[src/rtl/reg_file_pkg.sv]
// Register file shared types and default geometry.
// Used by reg_file_2r1w and its read selectors.
package reg_file_pkg;

  localparam int RF_WIDTH  = 32;
  localparam int RF_DEPTH  = 32;
  localparam int RF_ADDR_W = $clog2(RF_DEPTH);
  localparam int ZERO_ADDR = 0;

  typedef logic [RF_WIDTH-1:0]  word_t;
  typedef logic [RF_ADDR_W-1:0] addr_t;

endpackage

[src/rtl/mux_nto1.sv]
// Parametrised N:1 word selector over a flattened bus.
// Selects at or beyond N produce an all-zero word.
module mux_nto1
  import reg_file_pkg::*;
#(
  parameter int WIDTH = RF_WIDTH,
  parameter int N     = RF_DEPTH,
  parameter int SW    = (N > 1) ? $clog2(N) : 1
) (
  input  logic [N*WIDTH-1:0] I,
  input  logic [SW-1:0]      S,
  output logic [WIDTH-1:0]   O
);

  // One-hot compare across all entries; nothing matches when S >= N.
  always_comb begin
    O = '0;
    for (int i = 0; i < N; i++) begin
      if (S == SW'(i)) begin
        O = I[i*WIDTH +: WIDTH];
      end
    end
  end

endmodule

[src/rtl/reg_file_2r1w.sv]
// Two registered read ports, one write port register file.
// Define REGFILE_BYPASS_EN to forward same-cycle writes to reads.
module reg_file_2r1w
  import reg_file_pkg::*;
#(
  parameter int WIDTH    = RF_WIDTH,
  parameter int DEPTH    = RF_DEPTH,
  parameter int ADDR_W   = $clog2(DEPTH),
  parameter int ZERO_REG = 1
) (
  input  logic              clk,
  input  logic              rst,
  input  logic              we,
  input  logic [ADDR_W-1:0] waddr,
  input  logic [WIDTH-1:0]  wdata,
  input  logic              re_a,
  input  logic [ADDR_W-1:0] raddr_a,
  output logic [WIDTH-1:0]  rdata_a,
  input  logic              re_b,
  input  logic [ADDR_W-1:0] raddr_b,
  output logic [WIDTH-1:0]  rdata_b
);

  localparam logic [ADDR_W:0]   DEPTH_X = (ADDR_W+1)'(DEPTH);
  localparam logic [ADDR_W-1:0] ZADDR   = ADDR_W'(ZERO_ADDR);
  localparam bit                ZR      = (ZERO_REG != 0);

  logic [WIDTH-1:0]       mem [DEPTH];
  logic [DEPTH*WIDTH-1:0] flat;
  logic                   wvalid;
  logic [WIDTH-1:0]       mux_a;
  logic [WIDTH-1:0]       mux_b;
  logic [WIDTH-1:0]       sel_a;
  logic [WIDTH-1:0]       sel_b;

  // A write lands only on an in-range address that is not the hard zero.
  always_comb begin
    wvalid = we
      && ({1'b0, waddr} < DEPTH_X)
      && !(ZR && (waddr == ZADDR));
  end

  // Storage array: cleared by reset, one entry written per cycle.
  always_ff @(posedge clk or posedge rst) begin
    if (rst) begin
      for (int i = 0; i < DEPTH; i++) begin
        mem[i] <= '0;
      end
    end else if (wvalid) begin
      for (int i = 0; i < DEPTH; i++) begin
        if (waddr == ADDR_W'(i)) begin
          mem[i] <= wdata;
        end
      end
    end
  end

  for (genvar g = 0; g < DEPTH; g++) begin : g_flat
    assign flat[g*WIDTH +: WIDTH] = mem[g];
  end

  mux_nto1 #(
    .WIDTH (WIDTH),
    .N     (DEPTH),
    .SW    (ADDR_W)
  ) u_mux_a (
    .I (flat),
    .S (raddr_a),
    .O (mux_a)
  );

  mux_nto1 #(
    .WIDTH (WIDTH),
    .N     (DEPTH),
    .SW    (ADDR_W)
  ) u_mux_b (
    .I (flat),
    .S (raddr_b),
    .O (mux_b)
  );

  // Port A select: zero register mask, then optional write forwarding.
  always_comb begin
    sel_a = mux_a;
    if (ZR && (raddr_a == ZADDR)) begin
      sel_a = '0;
    end
`ifdef REGFILE_BYPASS_EN
    if (wvalid && (raddr_a == waddr)) begin
      sel_a = wdata;
    end
`endif
  end

  // Port B select: zero register mask, then optional write forwarding.
  always_comb begin
    sel_b = mux_b;
    if (ZR && (raddr_b == ZADDR)) begin
      sel_b = '0;
    end
`ifdef REGFILE_BYPASS_EN
    if (wvalid && (raddr_b == waddr)) begin
      sel_b = wdata;
    end
`endif
  end

  // Read registers: load on enable, hold otherwise, clear on reset.
  always_ff @(posedge clk or posedge rst) begin
    if (rst) begin
      rdata_a <= '0;
      rdata_b <= '0;
    end else begin
      if (re_a) begin
        rdata_a <= sel_a;
      end
      if (re_b) begin
        rdata_b <= sel_b;
      end
    end
  end

endmodule

[config.mk]
export PLATFORM = sky130hd
export DESIGN_NAME = reg_file_2r1w
export DESIGN_NICKNAME = d
export VERILOG_FILES = /design/src/rtl/reg_file_pkg.sv /design/src/rtl/mux_nto1.sv /design/src/rtl/reg_file_2r1w.sv
export SDC_FILE = /design/constraint.sdc
export NUM_CORES = 2
export LEC_CHECK = 0
export ABC_CLOCK_PERIOD_IN_PS = 87600
export CORE_ASPECT_RATIO = 1.5
export CORE_UTILIZATION = 40
export DETAILED_ROUTE_END_ITERATION = 10
export PLACE_DENSITY = 0.67
export SLEW_MARGIN = 20
export SYNTH_ARGS = -nofsm -noshare
export SYNTH_HDL_FRONTEND = slang
export SYNTH_SLANG_ARGS = --single-unit
[constraint.sdc]
create_clock -name clk -period 87.6 [get_ports clk]
set_input_delay 8.76 -clock clk [delete_from_list [all_inputs] [get_ports clk]]
set_output_delay 8.76 -clock clk [all_outputs]
set_load 0.01 [all_outputs]
# [Word-level counts from Yosys, hierarchy flattened]
# Cells that the tools add are included.
[word_totals] ff_bits=1056 latchBits=0 mem_bits_rw=0 rom_bits=0 inputBits=52 output_inout_bits=64 wordCells=226 mem_count=0
[op_classes] add_sub_neg=0 n_mul=0 n_div=0 magnitude_cmp=0 eq_ne=93 n_shift=0 muxes=64 n_bitwise=0 reduce_logical=36
[op_table] operator="$mux W32" count=64
[op_table] operator="$eq A5 B5 Y1 const B" count=48
[op_table] operator="$eq A5 B4 Y1 const B" count=24
[op_table] operator="$reduce_and A2 Y1" count=31
[op_table] operator="$eq A5 B3 Y1 const B" count=12
[op_table] operator="$eq A5 B2 Y1 const B" count=6
[op_table] operator="$eq A5 B1 Y1 const B" count=3
[op_table] operator="$logic_not A5 Y1" count=3
[op_table] operator="$logic_and A1 B1 Y1" count=1
[op_table] operator="$logic_not A1 Y1" count=1

# [Longest topological paths before layout]
[logic_depth] depth_word=33 ltp_mapped=12 mapped_depth_nobuf=7

# [By module]
# A second synthesis with hierarchy kept.
[hier_totals] cells_unflattened=5533 area_unflattened_um2=59666.0
[modules_own_cells] mod="reg_file_2r1w" instances=1 cells_each=2437 area_per_inst_um2=40254.9 seq_area_each_um2=27226.1
[modules_own_cells] mod="mux_nto1" instances=2 cells_each=1548 area_per_inst_um2=9705.6 seq_area_each_um2=0.0

# [Least setup slack after synthesis]
# Ideal clock, no wire load.
[synth_timing] kind="input to register" startpoint="input raddr_b[3]" endpoint="register rdata_b[3]" setup_ns=0.121 t_arrival_ns=10.485 required_ns=87.479 slack_ns=76.994 path_stages=8 path_buffers=2 cell_sequence="buf_6 > or3b_4 > buf_6 > or3_1 > o2111ai_1 > a21oi_1 > or4b_1 > a22o_1"
[synth_via] elab_chain_cells=33 elab_cells_between_ends=64 classes_between="31 x eq/ne; 32 x mux; 1 x reduce/logical"
[synth_rtl] item="start: declaration" line_no="reg_file_2r1w.sv:20" rtl="input logic [ADDR_W-1:0] raddr_b,"
[synth_rtl] item="$eq A5 B1 Y1" line_no="mux_nto1.sv:19" rtl="if (S == SW'(i)) begin"
[synth_rtl] item="$mux W32 (31 in series)" line_no="mux_nto1.sv:19"
[synth_rtl] item="$mux W32 (*)" line_no="reg_file_2r1w.sv:98" rtl="if (ZR && (raddr_b == ZADDR)) begin"
[synth_rtl] item="end signal: assignment" line_no="reg_file_2r1w.sv:118" rtl="rdata_b <= sel_b;"
[synth_rtl] item="end: declaration" line_no="reg_file_2r1w.sv:21" rtl="output logic [WIDTH-1:0] rdata_b"
# Mark *: on every way between the ends. The rest lies on a longest branch, timed or not.
# A chain may end at the register's enable or synchronous reset.

# [Final worst setup path]
[layout_timing] startpoint="input raddr_a[2]" endpoint="register rdata_a[18]"
[layout_via] elab_chain_cells=33 elab_cells_between_ends=64 classes_between="31 x eq/ne; 32 x mux; 1 x reduce/logical"
[layout_rtl] item="start: declaration" line_no="reg_file_2r1w.sv:17" rtl="input logic [ADDR_W-1:0] raddr_a,"
[layout_rtl] item="$eq A5 B1 Y1" line_no="mux_nto1.sv:19"
[layout_rtl] item="$mux W32 (31 in series)" line_no="mux_nto1.sv:19"
[layout_rtl] item="$mux W32 (*)" line_no="reg_file_2r1w.sv:85" rtl="if (ZR && (raddr_a == ZADDR)) begin"
[layout_rtl] item="end signal: assignment" line_no="reg_file_2r1w.sv:115" rtl="rdata_a <= sel_a;"
[layout_rtl] item="end: declaration" line_no="reg_file_2r1w.sv:18" rtl="output logic [WIDTH-1:0] rdata_a,"
# Marks and branches as above.

==> results.md <==
- TritonCTS clock tree: built
- Critical Path Start: raddr_a[2]
- Vias: between 50,000 and 60,000
- Leakage: 26.5 nW
- Worst Min Path Start: flat[512]
- RSZ-0062 raised after global routing: no
- Fmax: about 76 MHz
- CTS clk-pin slew, worst paths: 0.06 ns
- CP arrival: 13.89 ns
- Area taken by multi-input logic gates: 26,800 µm²
- Max transition margin: 3.45%
- Post-cts resize count: 0
- Slew @ Worst Pin: 1.45 ns
- Layout cells sized above 1: 31.8%
- Final setup fails: 0
- Post-synthesis instance area: 54,700 µm²
- Pint: around 0.97 mW
- Row cnt: between 150 and 200
- Pre-antenna DRT Iters: 9
- DIE AREA: between 100,000 and 150,000 µm²
- #FFs+latches synth: approximately 1,100
- Synth cell types: 89
- R2r startpoint: flat[655]
- Seq/Total Area, Yosys: 48.3%
- All-layer global routing usage: 53.5%
- Number of synthesized flops with an enable pin: 0
- Final Max Tran Viols: 0
- Top post-synthesis cells by area: dfrtp_1 48%, mux2_2 21%, a22oi_1 5.6%
- Ys async rst share: 100%
- Part of the power in combinational logic: 16.9%
- Max-cap violations: 0
- Net Sw Power: 0.497 mW
- Gpl congestion: 1.11
- Fin crit period: 13.19 ns
- Critical path class: input port to flip-flop
- Worst min path class: flip-flop to flip-flop
- Fillcell total: 12,600
- Hold Buf Count CTS: 0
- Final WL: 373,000 µm
- Total global routing overflow: 0
- Wire length of the first global-routing pass: 491,000 µm
- Worst setup EP type: flip-flop
- Sequential share of power: 48.8%
- Post-synthesis area per instance: roughly 11 µm²
- TNS Setup: 0 ns
- Reg2Reg Capture Point: rdata_b[15]
- Die height: 455 µm
- Crit path capture: rdata_a[18]
- Outcome: completed
- Final hold violation count: 0
- CTS H-tree depth: 3
- Syn Nets: 4,984
- Worst reg2reg setup slack: about 84 ns
- Synth warn: 0
- Post-route ant nets: 0
- Flip-flop and latch area: about 26,000 µm²
- Number of global-route vias before repair: a little over 50,000
- Initial Util: 40.5%
- Largest net degree at the start of global routing: about 180
- Clk sink count: approximately 1,100
- Core footprint: 135,000 µm²
- Crit path launch type: input port
- CTS Buf Count: 107
- Post-DP HPWL: between 200,000 and 250,000 µm
- Area leader, netlist: dfrtp_1
- DR vias/cell: 7.84
- Placed inst area: 58,300 µm²
- Critical path fanouts, max: 29
- IO Pins: 116
- Worst-case vdd ir drop: between 0.015 and 0.02 mV
- Clock Latency Late Sink: about 0.84 ns
- Nets: 4,993
- Area share of the largest cell type after synthesis: around 48%
- Width of the die: between 300 and 400 µm
- Initial antenna violation count: 51
- Top-count cell post-synth: dfrtp_1
- Remaining DRCs: 0
- Top cells by count, synth: 1,056 x dfrtp_1, 999 x mux2_2, 409 x a22oi_1
- Period Utilization, post-route: 15.1%
- Syn Inst Count: about 4,900
- Hold Path Stages: 1
- DR WL/cell: approximately 55 µm
- Share of total power in the clock network: 34.3%
- Final instance area: 62,400 µm²
- Sw frac: 33.9%
- CP Data Required Time: 88.30 ns
- Clk_skew: 0.0449 ns
- Layout area overhead: 13.9%
- Worst Reg-to-Reg Cells: 6
- Initial DRC Count: between 8,000 and 9,000
- Post-CTS Repair Setup Buffers: 0
- PwrDens: 23.5 nW/µm²
- CTS max path bufs: 3
- Synth Flop Type: dfrtp_1
- Clock Tree Root: clkbuf_16
- I/O Buffers: 115
[placed cells by master, fill, tap and decap left out, types with 42 or more instances in the layout]
cell type	synthesis	layout
nor2_2	17	42
nand4_1	67	67
a22oi_1	409	409
a22o_1	59	59
clkbuf_16	0	107
buf_4	10	237
a221oi_1	95	94
o221ai_1	43	43
clkdlybuf4s50_1	0	92
diode_2	0	54
dfrtp_1	1056	1056
o21ai_0	206	201
nor3_1	65	64
nand2_1	285	275
mux2_2	999	999
nor2_1	246	194
o22ai_1	49	48
nand3_1	90	90
a21oi_1	203	198
[sequential cells by signal, summed over array words and instances, names as in the netlist]
signal and count:
flat 992, rdata_a 32, rdata_b 32
[worst max-delay path: stages]
cell and delay (ns):
buf_2 0.23, buf_4 0.31, buf_4 0.34, nor2_1 0.88
nand3_1 1.10, a21o_1 0.67, o211ai_1 0.63, o22ai_2 0.52
o21ba_2 0.36
[cell families after synthesis]
logic type	synth area share, %
buffers and inverters	3.81
and+or+nand+nor	8.72
muxes	21.1
DFF	48.3
AOI/OAI and AO/OA	18.1
[power groups by stage]
stage / Clock [mW] / Combinational (mW) / Sequential [mW]
after floorplan: 0 / 0.142 / 0.646
after global placement: 0 / 0.227 / 0.713
after detailed placement: 0 / 0.232 / 0.713
after CTS: 0.499 / 0.233 / 0.705
after global routing: 0.519 / 0.253 / 0.715
final: 0.502 / 0.247 / 0.715
[per-stage QoR]
stage                     power (mW)  cells  utilization (%)  setup slack [ns]  hold slack [ns]
final                           1.46   6835             46.1             74.41            0.517
after global routing            1.49   6785             46.0             74.28            0.536
after CTS                       1.44   6769             45.8             74.73            0.517
after detailed placement       0.945   6573             43.1             73.92            0.503
after global placement         0.940   6569             43.1             72.62            0.493
after floorplan                0.789   4932                -             49.12            0.479
[per-layer routing]
| metal | part of all wire, % | global-route usage (%) | routed length [µm] |
|---|---|---|---|
| met4 | 13 | 58.1 | 50200 |
| met2 | 42 | 78.4 | 158000 |
| met5 | 0.051 | 0.171 | 192 |
| met3 | 12 | 22.4 | 45200 |
| met1 | 32 | 55.7 | 120000 |
[worst min path at each step]
stage             endpoint  slack, ns
2_1_floorplan    flat[512]       0.48
3_3_place_gp     flat[512]       0.49
3_5_place_dp     flat[512]       0.50
4_1_cts          flat[512]       0.52
5_1_grt        rdata_b[12]       0.54
6_report         flat[512]       0.52
[area by class of cell]
type | instances | area share [%]
Multi-Input combinational cell | 3392 | 43.0
Sequential cell | 1056 | 42.4
Clock buffer | 150 | 4.92
Timing Repair Buffer | 362 | 4.81
Tap cell | 1753 | 3.52
Clock inverter | 46 | 0.979
Antenna cell | 54 | 0.217
Inverter | 22 | 0.144
No activity file was read; power rests on OpenSTA's default activity.
